==> src/rtl/uart_pkg.sv <==
// Shared UART definitions: receiver state encoding, line idle level and
// parameter legality helpers used by elaboration-time checks.
package uart_pkg;

  typedef enum logic [2:0] {
    IDLE,
    START,
    DATA,
    PARITY,
    STOP
  } uart_rx_state_e;

  localparam logic UART_LINE_IDLE = 1'b1;

  function automatic bit uart_data_bits_legal(input int n);
    return (n >= 5) && (n <= 9);
  endfunction

endpackage

==> src/rtl/uart_sync2.sv <==
// Two-flop synchroniser for an asynchronous single-bit input; both flops
// take RESET_VAL under the synchronous active-low reset.
module uart_sync2 #(
  parameter logic RESET_VAL = 1'b1
) (
  input  logic clk,
  input  logic rst,
  input  logic d_i,
  output logic q_o
);

  logic meta_q;
  logic sync_q;

  always_ff @(posedge clk) begin
    if (!rst) begin
      meta_q <= RESET_VAL;
      sync_q <= RESET_VAL;
    end else begin
      meta_q <= d_i;
      sync_q <= meta_q;
    end
  end

  assign q_o = sync_q;

endmodule

==> src/rtl/uart_rx_os.sv <==
// Oversampling UART receiver with majority-vote sampling, false-start
// rejection and valid/ready output. Parity is compiled in with UART_RX_PARITY_EN.
module uart_rx_os
  import uart_pkg::*;
#(
  parameter int DATA_BITS  = 8,
  parameter int OVERSAMPLE = 16,
  parameter int STOP_BITS  = 1,
  parameter int PARITY_ODD = 0
) (
  input  logic                 clk,
  input  logic                 rst,
  input  logic                 baud_x,
  input  logic                 data_in,
  output logic [DATA_BITS-1:0] data_out,
  output logic                 valid,
  input  logic                 ready,
  output logic                 frame_err,
  output logic                 parity_err,
  output logic                 overrun
);

  localparam int CW = $clog2(OVERSAMPLE);
  localparam int IW = $clog2(DATA_BITS);
  localparam logic [CW-1:0] S0   = CW'(OVERSAMPLE/2 - 1);
  localparam logic [CW-1:0] S1   = CW'(OVERSAMPLE/2);
  localparam logic [CW-1:0] S2   = CW'(OVERSAMPLE/2 + 1);
  localparam logic [CW-1:0] WRAP = CW'(OVERSAMPLE - 1);
  localparam logic [IW-1:0] LAST_IDX = IW'(DATA_BITS - 1);
`ifdef UART_RX_PARITY_EN
  localparam uart_rx_state_e AFTER_DATA = PARITY;
  localparam logic ODD = 1'(PARITY_ODD);
`else
  localparam uart_rx_state_e AFTER_DATA = STOP;
`endif

  if (!uart_data_bits_legal(DATA_BITS)) begin : g_bad_data_bits
    $error("uart_rx_os: DATA_BITS must be 5..9");
  end
  if ((OVERSAMPLE < 4) || (OVERSAMPLE % 2 != 0)) begin : g_bad_oversample
    $error("uart_rx_os: OVERSAMPLE must be even and >= 4");
  end
  if ((STOP_BITS != 1) && (STOP_BITS != 2)) begin : g_bad_stop_bits
    $error("uart_rx_os: STOP_BITS must be 1 or 2");
  end
  if ((PARITY_ODD != 0) && (PARITY_ODD != 1)) begin : g_bad_parity_odd
    $error("uart_rx_os: PARITY_ODD must be 0 or 1");
  end

  logic rx;

  uart_sync2 #(.RESET_VAL(UART_LINE_IDLE)) u_sync (
    .clk (clk),
    .rst (rst),
    .d_i (data_in),
    .q_o (rx)
  );

  uart_rx_state_e       state_q, state_d;
  logic [CW-1:0]        cnt_q, cnt_d;
  logic [IW-1:0]        idx_q, idx_d;
  logic                 stop_q, stop_d;
  logic                 armed_q, armed_d;
  logic                 s0_q, s0_d, s1_q, s1_d;
  logic [DATA_BITS-1:0] sreg_q, sreg_d;
  logic                 ferr_q, ferr_d;
  logic                 perr_q, perr_d;
  logic [DATA_BITS-1:0] data_q;
  logic                 valid_q, ferr_out_q, perr_out_q, ovr_q;
  logic                 maj, decide, wrap, last_stop, done;

  assign maj       = (s0_q & s1_q) | (s0_q & rx) | (s1_q & rx);
  assign decide    = baud_x && (cnt_q == S2);
  assign wrap      = baud_x && (cnt_q == WRAP);
  assign last_stop = (STOP_BITS == 1) || stop_q;

  always_comb begin
    state_d = state_q;
    cnt_d   = cnt_q;
    idx_d   = idx_q;
    stop_d  = stop_q;
    armed_d = armed_q;
    s0_d    = s0_q;
    s1_d    = s1_q;
    sreg_d  = sreg_q;
    ferr_d  = ferr_q;
    perr_d  = perr_q;
    done    = 1'b0;
    if (baud_x) begin
      if (state_q != IDLE) begin
        cnt_d = (cnt_q == WRAP) ? '0 : cnt_q + CW'(1);
        if (cnt_q == S0) s0_d = rx;
        if (cnt_q == S1) s1_d = rx;
      end
      case (state_q)
        IDLE: begin
          if (rx) begin
            armed_d = 1'b1;
          end else if (armed_q) begin
            state_d = START;
            cnt_d   = '0;
            armed_d = 1'b0;
            stop_d  = 1'b0;
            ferr_d  = 1'b0;
            perr_d  = 1'b0;
          end
        end
        START: begin
          if (decide && maj) state_d = IDLE;
          else if (wrap) begin
            state_d = DATA;
            idx_d   = '0;
          end
        end
        DATA: begin
          if (decide) sreg_d[idx_q] = maj;
          if (wrap) begin
            if (idx_q == LAST_IDX) state_d = AFTER_DATA;
            else                   idx_d   = idx_q + IW'(1);
          end
        end
`ifdef UART_RX_PARITY_EN
        PARITY: begin
          if (decide) perr_d = maj ^ (^sreg_q) ^ ODD;
          if (wrap)   state_d = STOP;
        end
`endif
        STOP: begin
          if (decide) begin
            ferr_d = ferr_q | ~maj;
            if (last_stop) begin
              // Leave at the decision point; a low stop bit (break) keeps armed clear.
              done    = 1'b1;
              state_d = IDLE;
              armed_d = maj;
            end else begin
              stop_d = 1'b1;
            end
          end
        end
        default: state_d = IDLE;
      endcase
    end
  end

  always_ff @(posedge clk) begin
    if (!rst) begin
      state_q    <= IDLE;
      cnt_q      <= '0;
      idx_q      <= '0;
      stop_q     <= 1'b0;
      armed_q    <= 1'b0;
      s0_q       <= 1'b1;
      s1_q       <= 1'b1;
      sreg_q     <= '0;
      ferr_q     <= 1'b0;
      perr_q     <= 1'b0;
      data_q     <= '0;
      valid_q    <= 1'b0;
      ferr_out_q <= 1'b0;
      perr_out_q <= 1'b0;
      ovr_q      <= 1'b0;
    end else begin
      state_q <= state_d;
      cnt_q   <= cnt_d;
      idx_q   <= idx_d;
      stop_q  <= stop_d;
      armed_q <= armed_d;
      s0_q    <= s0_d;
      s1_q    <= s1_d;
      sreg_q  <= sreg_d;
      ferr_q  <= ferr_d;
      perr_q  <= perr_d;
      ovr_q   <= done && valid_q && !ready;
      if (done) begin
        data_q     <= sreg_q;
        ferr_out_q <= ferr_d;
        perr_out_q <= perr_q;
        valid_q    <= 1'b1;
      end else if (ready) begin
        valid_q <= 1'b0;
      end
    end
  end

  assign data_out  = data_q;
  assign valid     = valid_q;
  assign frame_err = ferr_out_q;
  assign overrun   = ovr_q;
`ifdef UART_RX_PARITY_EN
  assign parity_err = perr_out_q;
`else
  assign parity_err = 1'b0;
`endif

endmodule

==> config.mk <==
export PLATFORM = sky130hd
export DESIGN_NAME = uart_rx_os
export DESIGN_NICKNAME = d
export VERILOG_FILES = /design/src/rtl/uart_pkg.sv /design/src/rtl/uart_sync2.sv /design/src/rtl/uart_rx_os.sv
export SDC_FILE = /design/constraint.sdc
export NUM_CORES = 1
export LEC_CHECK = 0
export CORE_ASPECT_RATIO = 1.5
export CORE_MARGIN = 1.5
export CORE_UTILIZATION = 35
export CTS_CLUSTER_DIAMETER = 120
export DETAILED_ROUTE_END_ITERATION = 8
export MAX_ROUTING_LAYER = met4
export PLACE_DENSITY = 0.62
export SYNTH_ARGS = -nofsm -noshare
export SYNTH_HDL_FRONTEND = slang
export SYNTH_HIERARCHICAL = 1
export SYNTH_SLANG_ARGS = --single-unit
==> constraint.sdc <==
create_clock -name clk -period 1.84 [get_ports clk]
set_input_delay 0.276 -clock clk [delete_from_list [all_inputs] [get_ports clk]]
set_output_delay 0.276 -clock clk [all_outputs]
set_load 0.02 [all_outputs]
# After elaboration in Yosys (flattened, before gate mapping)
# Cells that the tools add are included.
[classes] n_eq_ne=17 addsub=2 n_reduce_logical=18 mux=34 bitwise_logic=7 n_lt_le_gt_ge=2
[op_table] op="two-way mux 3 bit" count=11
[op_table] op="two-way mux 4 bit" count=5
[op_table] op="!= test 2 bit, second input constant" count=8
[op_table] op="== test 4 bit, second input constant" count=3
[op_table] op="two-way mux 1 bit" count=12
[op_table] op="case mux 3 bit (4 select lines)" count=1
[op_table] op="AND reduction 3 bit" count=4
[op_table] op="bitwise mux 8 bit" count=1
[op_table] op="AND reduction 7 bit" count=1
[op_table] op="== test 3 bit, second input constant" count=2
[op_table] op="logical AND 1 bit" count=6
[op_table] op="case mux 3 bit (2 select lines)" count=1
[op_table] op="AND reduction 6 bit" count=1
[op_table] op="nonzero test 2 bit" count=3
[op_table] op="adder 4 x 1 -> 4 bit, second input constant" count=1
[op_table] op="== test 4 x 3 -> 1 bit, second input constant" count=1
[op_table] op="< comparator 3 x 4 -> 1 bit, second input constant" count=1
[op_table] op="case mux 1 bit (2 select lines)" count=2
[op_table] op="adder 3 x 1 -> 3 bit, second input constant" count=1
[op_table] op="AND 1 bit" count=3
[op_table] op="demux 1 bit (select 3 bit)" count=1
[op_table] op="== test 3 x 1 -> 1 bit, second input constant" count=1
[op_table] op="== test 3 x 2 -> 1 bit, second input constant" count=1
[op_table] op=">= comparator 3 x 1 -> 1 bit, second input constant" count=1
[op_table] op="6 further kinds" count=8
[totals] output_inout_bits=12 in_bits=5 reg_bits=35

# Longest topological paths before layout
# Gate-level depths: netlist of run 1.
[logic_depth] ltp_word=8 depth_mapped=7

# Hierarchy
# Netlist of run 1, hierarchy kept.
[by_module_without_submodules] module="uart_rx_os" seq_area_each_um2=660.6 n_inst=1 area_each_um2=1610.3 cells_per_inst=190
[by_module_without_submodules] module="uart_sync2" seq_area_each_um2=40.0 n_inst=1 area_each_um2=52.6 cells_per_inst=4

# Worst setup path after synthesis of run 1
# OpenSTA, ideal clock, no wires.
[synth_timing] kind="register to register" start="register idx_q[0]" end="register idx_q[1]" path_slack_ps=233 required_ps=1770 synth_period_minus_slack_ps=1607 setup_time_ps=70 t_arrival_ps=1537 path_buffers=0 stages_incl_launch_ff=7 cell_sequence="dfxtp_1 ha_1 ha_1 or3b_1 nor4_1 o21ai_0 a21oi_1"
[synth_via] elab_chain_len=4 elab_cells_between_ends=7 cone_classes="1 x add/sub; 2 x eq/ne; 3 x mux; 1 x reduce/logical"
[synth_rtl] element="start: declaration" line="uart_rx_os.sv:61" rtl="logic [IW-1:0] idx_q, idx_d;"
[synth_rtl] element="start signal: assignment" line="uart_rx_os.sv:166" rtl="idx_q <= idx_d;"
[synth_rtl] element="adder 3 x 1 -> 3 bit" line="uart_rx_os.sv:119" rtl="else idx_d = idx_q + IW'(1);"
[synth_rtl] element="two-way mux 3 bit" line="uart_rx_os.sv:118" rtl="if (idx_q == LAST_IDX) state_d = AFTER_DATA;"
[synth_rtl] element="two-way mux 3 bit" line="uart_rx_os.sv:117" rtl="if (wrap) begin"
[synth_rtl] element="case mux 3 bit (2 select lines)" line="uart_rx_os.sv:95" rtl="case (state_q)"
# Several ways; a longest one is shown, not always the timed one. The select of a mux whose other input is x is not followed.
# A chain may end at the register's enable or synchronous reset.

# Worst setup path in the final report of run 1
[layout_timing] start="register cnt_q[1]" end="register armed_q"
[layout_via] elab_chain_len=4
[layout_rtl] element="start: declaration" line="uart_rx_os.sv:60" rtl="logic [CW-1:0] cnt_q, cnt_d;"
[layout_rtl] element="start signal: assignment" line="uart_rx_os.sv:165" rtl="cnt_q <= cnt_d;"
[layout_rtl] element="== test 4 bit" line="uart_rx_os.sv:73" rtl="assign decide = baud_x && (cnt_q == S2);"
[layout_rtl] element="logical AND 1 bit" line="uart_rx_os.sv:73"
[layout_rtl] element="!= test 2 bit (no source line)"
[layout_rtl] element="AND reduction 3 bit (no source line)"
[layout_rtl] element="end signal: assignment" line="uart_rx_os.sv:168" rtl="armed_q <= armed_d;"
[layout_rtl] element="end: declaration" line="uart_rx_os.sv:63" rtl="logic armed_q, armed_d;"
# Every way passes these cells.

==> results of run 1 <==
[power groups by stage]
stage	registers (W)	logic, W	clock network [W]
floorplan	0.000789	0.0000881	0
global placement	0.000798	0.000106	0
detailed placement	0.000798	0.000105	0
CTS	0.000781	0.000105	0.000573
global route	0.000783	0.000116	0.000615
finish	0.000781	0.000105	0.000557
[timing repair]
action | CTS | global route
hold endpoints to repair | 0 | 0
gates resized for setup | 0 | 2
setup endpoints to repair | 0 | 2
[metal layers]
layer | vias up | global-route usage [%]
li1 | 724 | -
met1 | 694 | 16.9
met2 | 29 | 24.5
met3 | 6 | 2.97
met4 | 0 | 6.82
met5 | - | -
[cells in the final DEF, fill, tap and decap left out, types with 2 or more instances in the layout]
| cell type | n |
|---|---|
| a21o_1 | 2 |
| a21oi_1 | 16 |
| a31oi_1 | 2 |
| and3_1 | 2 |
| buf_4 | 13 |
| clkbuf_8 | 6 |
| clkdlybuf4s50_1 | 15 |
| dfxtp_1 | 35 |
| ha_1 | 5 |
| inv_1 | 7 |
| mux2i_1 | 11 |
| nand2_1 | 23 |
| nand2b_1 | 3 |
| nand3_1 | 4 |
| nand4_1 | 6 |
| nor2_1 | 21 |
| nor2b_1 | 5 |
| nor3_1 | 5 |
| nor4_1 | 2 |
| nor4_2 | 2 |
| o21ai_0 | 5 |
| o21ai_1 | 3 |
| o31ai_1 | 2 |
| or3b_1 | 2 |
[registers in the layout, indices dropped and copies added (netlist names)]
signal and flops:
u_sync/meta_q 1, cnt_q 4, s1_q 1, idx_q 3
ferr_q 1, frame_err 1, state_q 3, u_sync/q_o 1
s0_q 1, sreg_q 8, overrun 1, armed_q 1
valid 1, data_out 8
[kinds of logic (layout without fill, tap and decap cells)]
| kind of cell | count (synthesis) | count (layout) | share of synthesized area (%) |
|---|---|---|---|
| buffers and inverters | 18 | 42 | 5.42 |
| muxes | 12 | 12 | 7.30 |
| DFF | 35 | 35 | 42.1 |
| AOI/OAI and AO/OA | 38 | 38 | 14.2 |
| other | 1 | 1 | 0.226 |
| xor gates and xnor gates | 1 | 1 | 0.527 |
| and+or+nand+nor | 83 | 83 | 25.8 |
| adders and majority gates | 6 | 6 | 4.36 |
[final timing paths]
check	endpoint	slack [ns]
min	u_sync/q_o$_SDFF_PN1_	0.41
min reg2reg	u_sync/q_o$_SDFF_PN1_	0.41
max	armed_q$_SDFFE_PN0P_	0.14
max reg2reg	armed_q$_SDFFE_PN0P_	0.14
[worst max-delay path, delay by kind of cell, from the launching register on]
family / cells / cell delay, ns
DFF: 1 / 0.37
and+or+nand+nor: 2 / 0.32
buffers and inverters: 2 / 0.24
AOI/OAI and AO/OA: 1 / 0.23
muxes: 1 / 0.21
adders and majority gates: 1 / 0.20
[cell type report]
type	instances	area, sq um
Multi-Input combinational cell	141	885
Clock buffer	6	82.6
Inverter	7	26.3
Clock inverter	1	5.00
Sequential cell	35	701
Timing Repair Buffer	28	248
Fill cell	458	2510
Tap cell	64	80.1
[stage by stage]
step                hold slack [ns]  power (W)
finish                        0.407    0.00144
global route                  0.434    0.00151
CTS                           0.410    0.00146
detailed placement            0.394   0.000903
global placement              0.389   0.000904
floorplan                     0.349   0.000877
==> results by group, run 1 <==
Timing
  • Tcrit/Tclk final: 92.2%
  • Setup TNS: 0 ns
  • Max Slew Vio Count: 0
  • F_max: 0.590 GHz
  • Setup slack after layout: 0.144 ns
  • Final min period: 1.70 ns
  • Final setup violation count: 0
  • Final Hold Fails: 0
  • RSZ-0062 raised after global routing: false
  • Clk_skew: 0.00574 ns

Synth
  • Syn_nets: 204
  • Synth Instances: 194
  • Post-synth top area share: 42.1%
  • Primary FF master, synth: dfxtp_1
  • Synth area leader: dfxtp_1
  • Syn_area_per_cell: 8.57 sq um
  • Number of synthesized flops with an enable pin: 0
  • Top cells by count, synth: 35 x dfxtp_1, 23 x nand2_1, 21 x nor2_1
  • Synth async-reset ratio: 0%
  • Most numerous cell in the Yosys netlist: dfxtp_1
  • Seq/Total Area, Yosys: 42.1%
  • Synth cell types: 44
  • Syn Std Cell Area: 0.00166 sq mm
  • YS warnings: 6
  • Flops & latches, synth: 35
  • Synth area leaders: dfxtp_1 42%, mux2i_1 6.6%, nand2_1 5.2%

Placed design
  • I/O Buffers: 15
  • Post-DP HPWL: 2540 um
  • Placed inst area: 0.00193 sq mm
  • Post-placement cell count: 275
  • Post-Place Setup Slack: -0.0350 ns
  • Routability cong.: 0.845

Floorplanning
  • Die ar.: 0.00518 sq mm
  • Die span in x: 59.3 um
  • Initial Util: 36.6%
  • Core area: 0.00454 sq mm
  • # rows: 30
  • Die Span Y: 87.4 um
  • # IOs: 17

Worst hold path
  • Hold Path Stages: 1
  • Hold/Removal Path Class: flip-flop to flip-flop
  • Hold Crit Start: u_sync/meta_q$_SDFF_PN1_

Power
  • Pint: 0.00111 W
  • Net Switching: 0.000335 W
  • VDD IR-drop max: 0.481 mV
  • Sequential share of power: 54.2%
  • Clock share of power: 38.6%
  • Leakage: 0.757 nW
  • Sw frac: 23.2%
  • Combinational share of power: 7.3%
  • Power density cells: 712 mW/mm^2

Detailed routing
  • First-pass DRT Iterations: 4
  • Vias: 1453
  • Vias per inst: 5.15
  • DRT Wirelength: 3410 um
  • Routed Antenna Nets: 0
  • Drt wl/cell: 12.1 um
  • Residual DRC: 0
  • Total length of routed met2 wires: 1750 um
  • Met3 WL post-DR: 110 um
  • Top layer in use: met4
  • First DRT Iteration DRCs: 34
  • Met1 Wirelength: 1490 um

Setup path
  • Critical Path RT: 1.99 ns
  • CP cell instances: inv_1, ha_1, and4b_1, buf_4, o211ai_1, mux2i_1, nor2_1
  • Startpoint types: flip-flop
  • Slowest cell on crit path: dfxtp_1
  • Max FO, Critical Path: 6
  • Arrival time worst endpoint: 1.85 ns
  • CP max stage delay: 0.37 ns
  • Worst r2r src: cnt_q[1]$_SDFFE_PN0P_
  • Reg2Reg Depth: 7
  • Worst Setup SP: cnt_q[1]$_SDFFE_PN0P_
  • Setup CP Type: flip-flop to flip-flop
  • CP Capture Type: flip-flop

Clock network
  • Clock slew at reported path FFs: 0.07 ns
  • CTS Buf Count: 5
  • CTS sink cnt: 35
  • Worst skew pair latency: 0.28 ns
  • Clk buf depth: 2
  • H-tree depth: 2
  • # hold bufs at CTS: 0
  • CTS tree: yes
  • CTS Root Buffer Type: clkbuf_8
  • # Post-CTS Setup Buffers: 0

Layout
  • Nets: 228
  • Share of cells above drive strength 1: 12.4%
  • Final Core Density: 44.6%
  • Post-Layout Cell Count: 282
  • Post-route design area: 0.00203 sq mm
  • Syn-to-layout area delta: 21.9%
  • Ant diodes: 0

Flow run
  • # Max-Cap Violations: 0

Global routing
  • First-pass GRT wire length: 5820 um
  • Overall Global Routing Usage: 14.9%
  • Largest net degree at the start of global routing: 15
  • Congestion Overflow GR: 0
  • Initial antenna violation count: 0
  • Vias in the first global route: 1333

Run status
  • Outcome: complete, no violations
No activity file was read; power rests on OpenSTA's default activity.
==> run 2: changes to the inputs <==
--- a/config.mk
+++ b/config.mk
@@ -10,6 +10,7 @@
 export CORE_UTILIZATION = 35
 export CTS_CLUSTER_DIAMETER = 120
 export DETAILED_ROUTE_END_ITERATION = 8
+export HOLD_SLACK_MARGIN = 0.06
 export MAX_ROUTING_LAYER = met4
 export PLACE_DENSITY = 0.62
 export SYNTH_ARGS = -nofsm -noshare
==> results of run 2 <==
No change in the layout: final DEF, timing and power equal those of run 1.
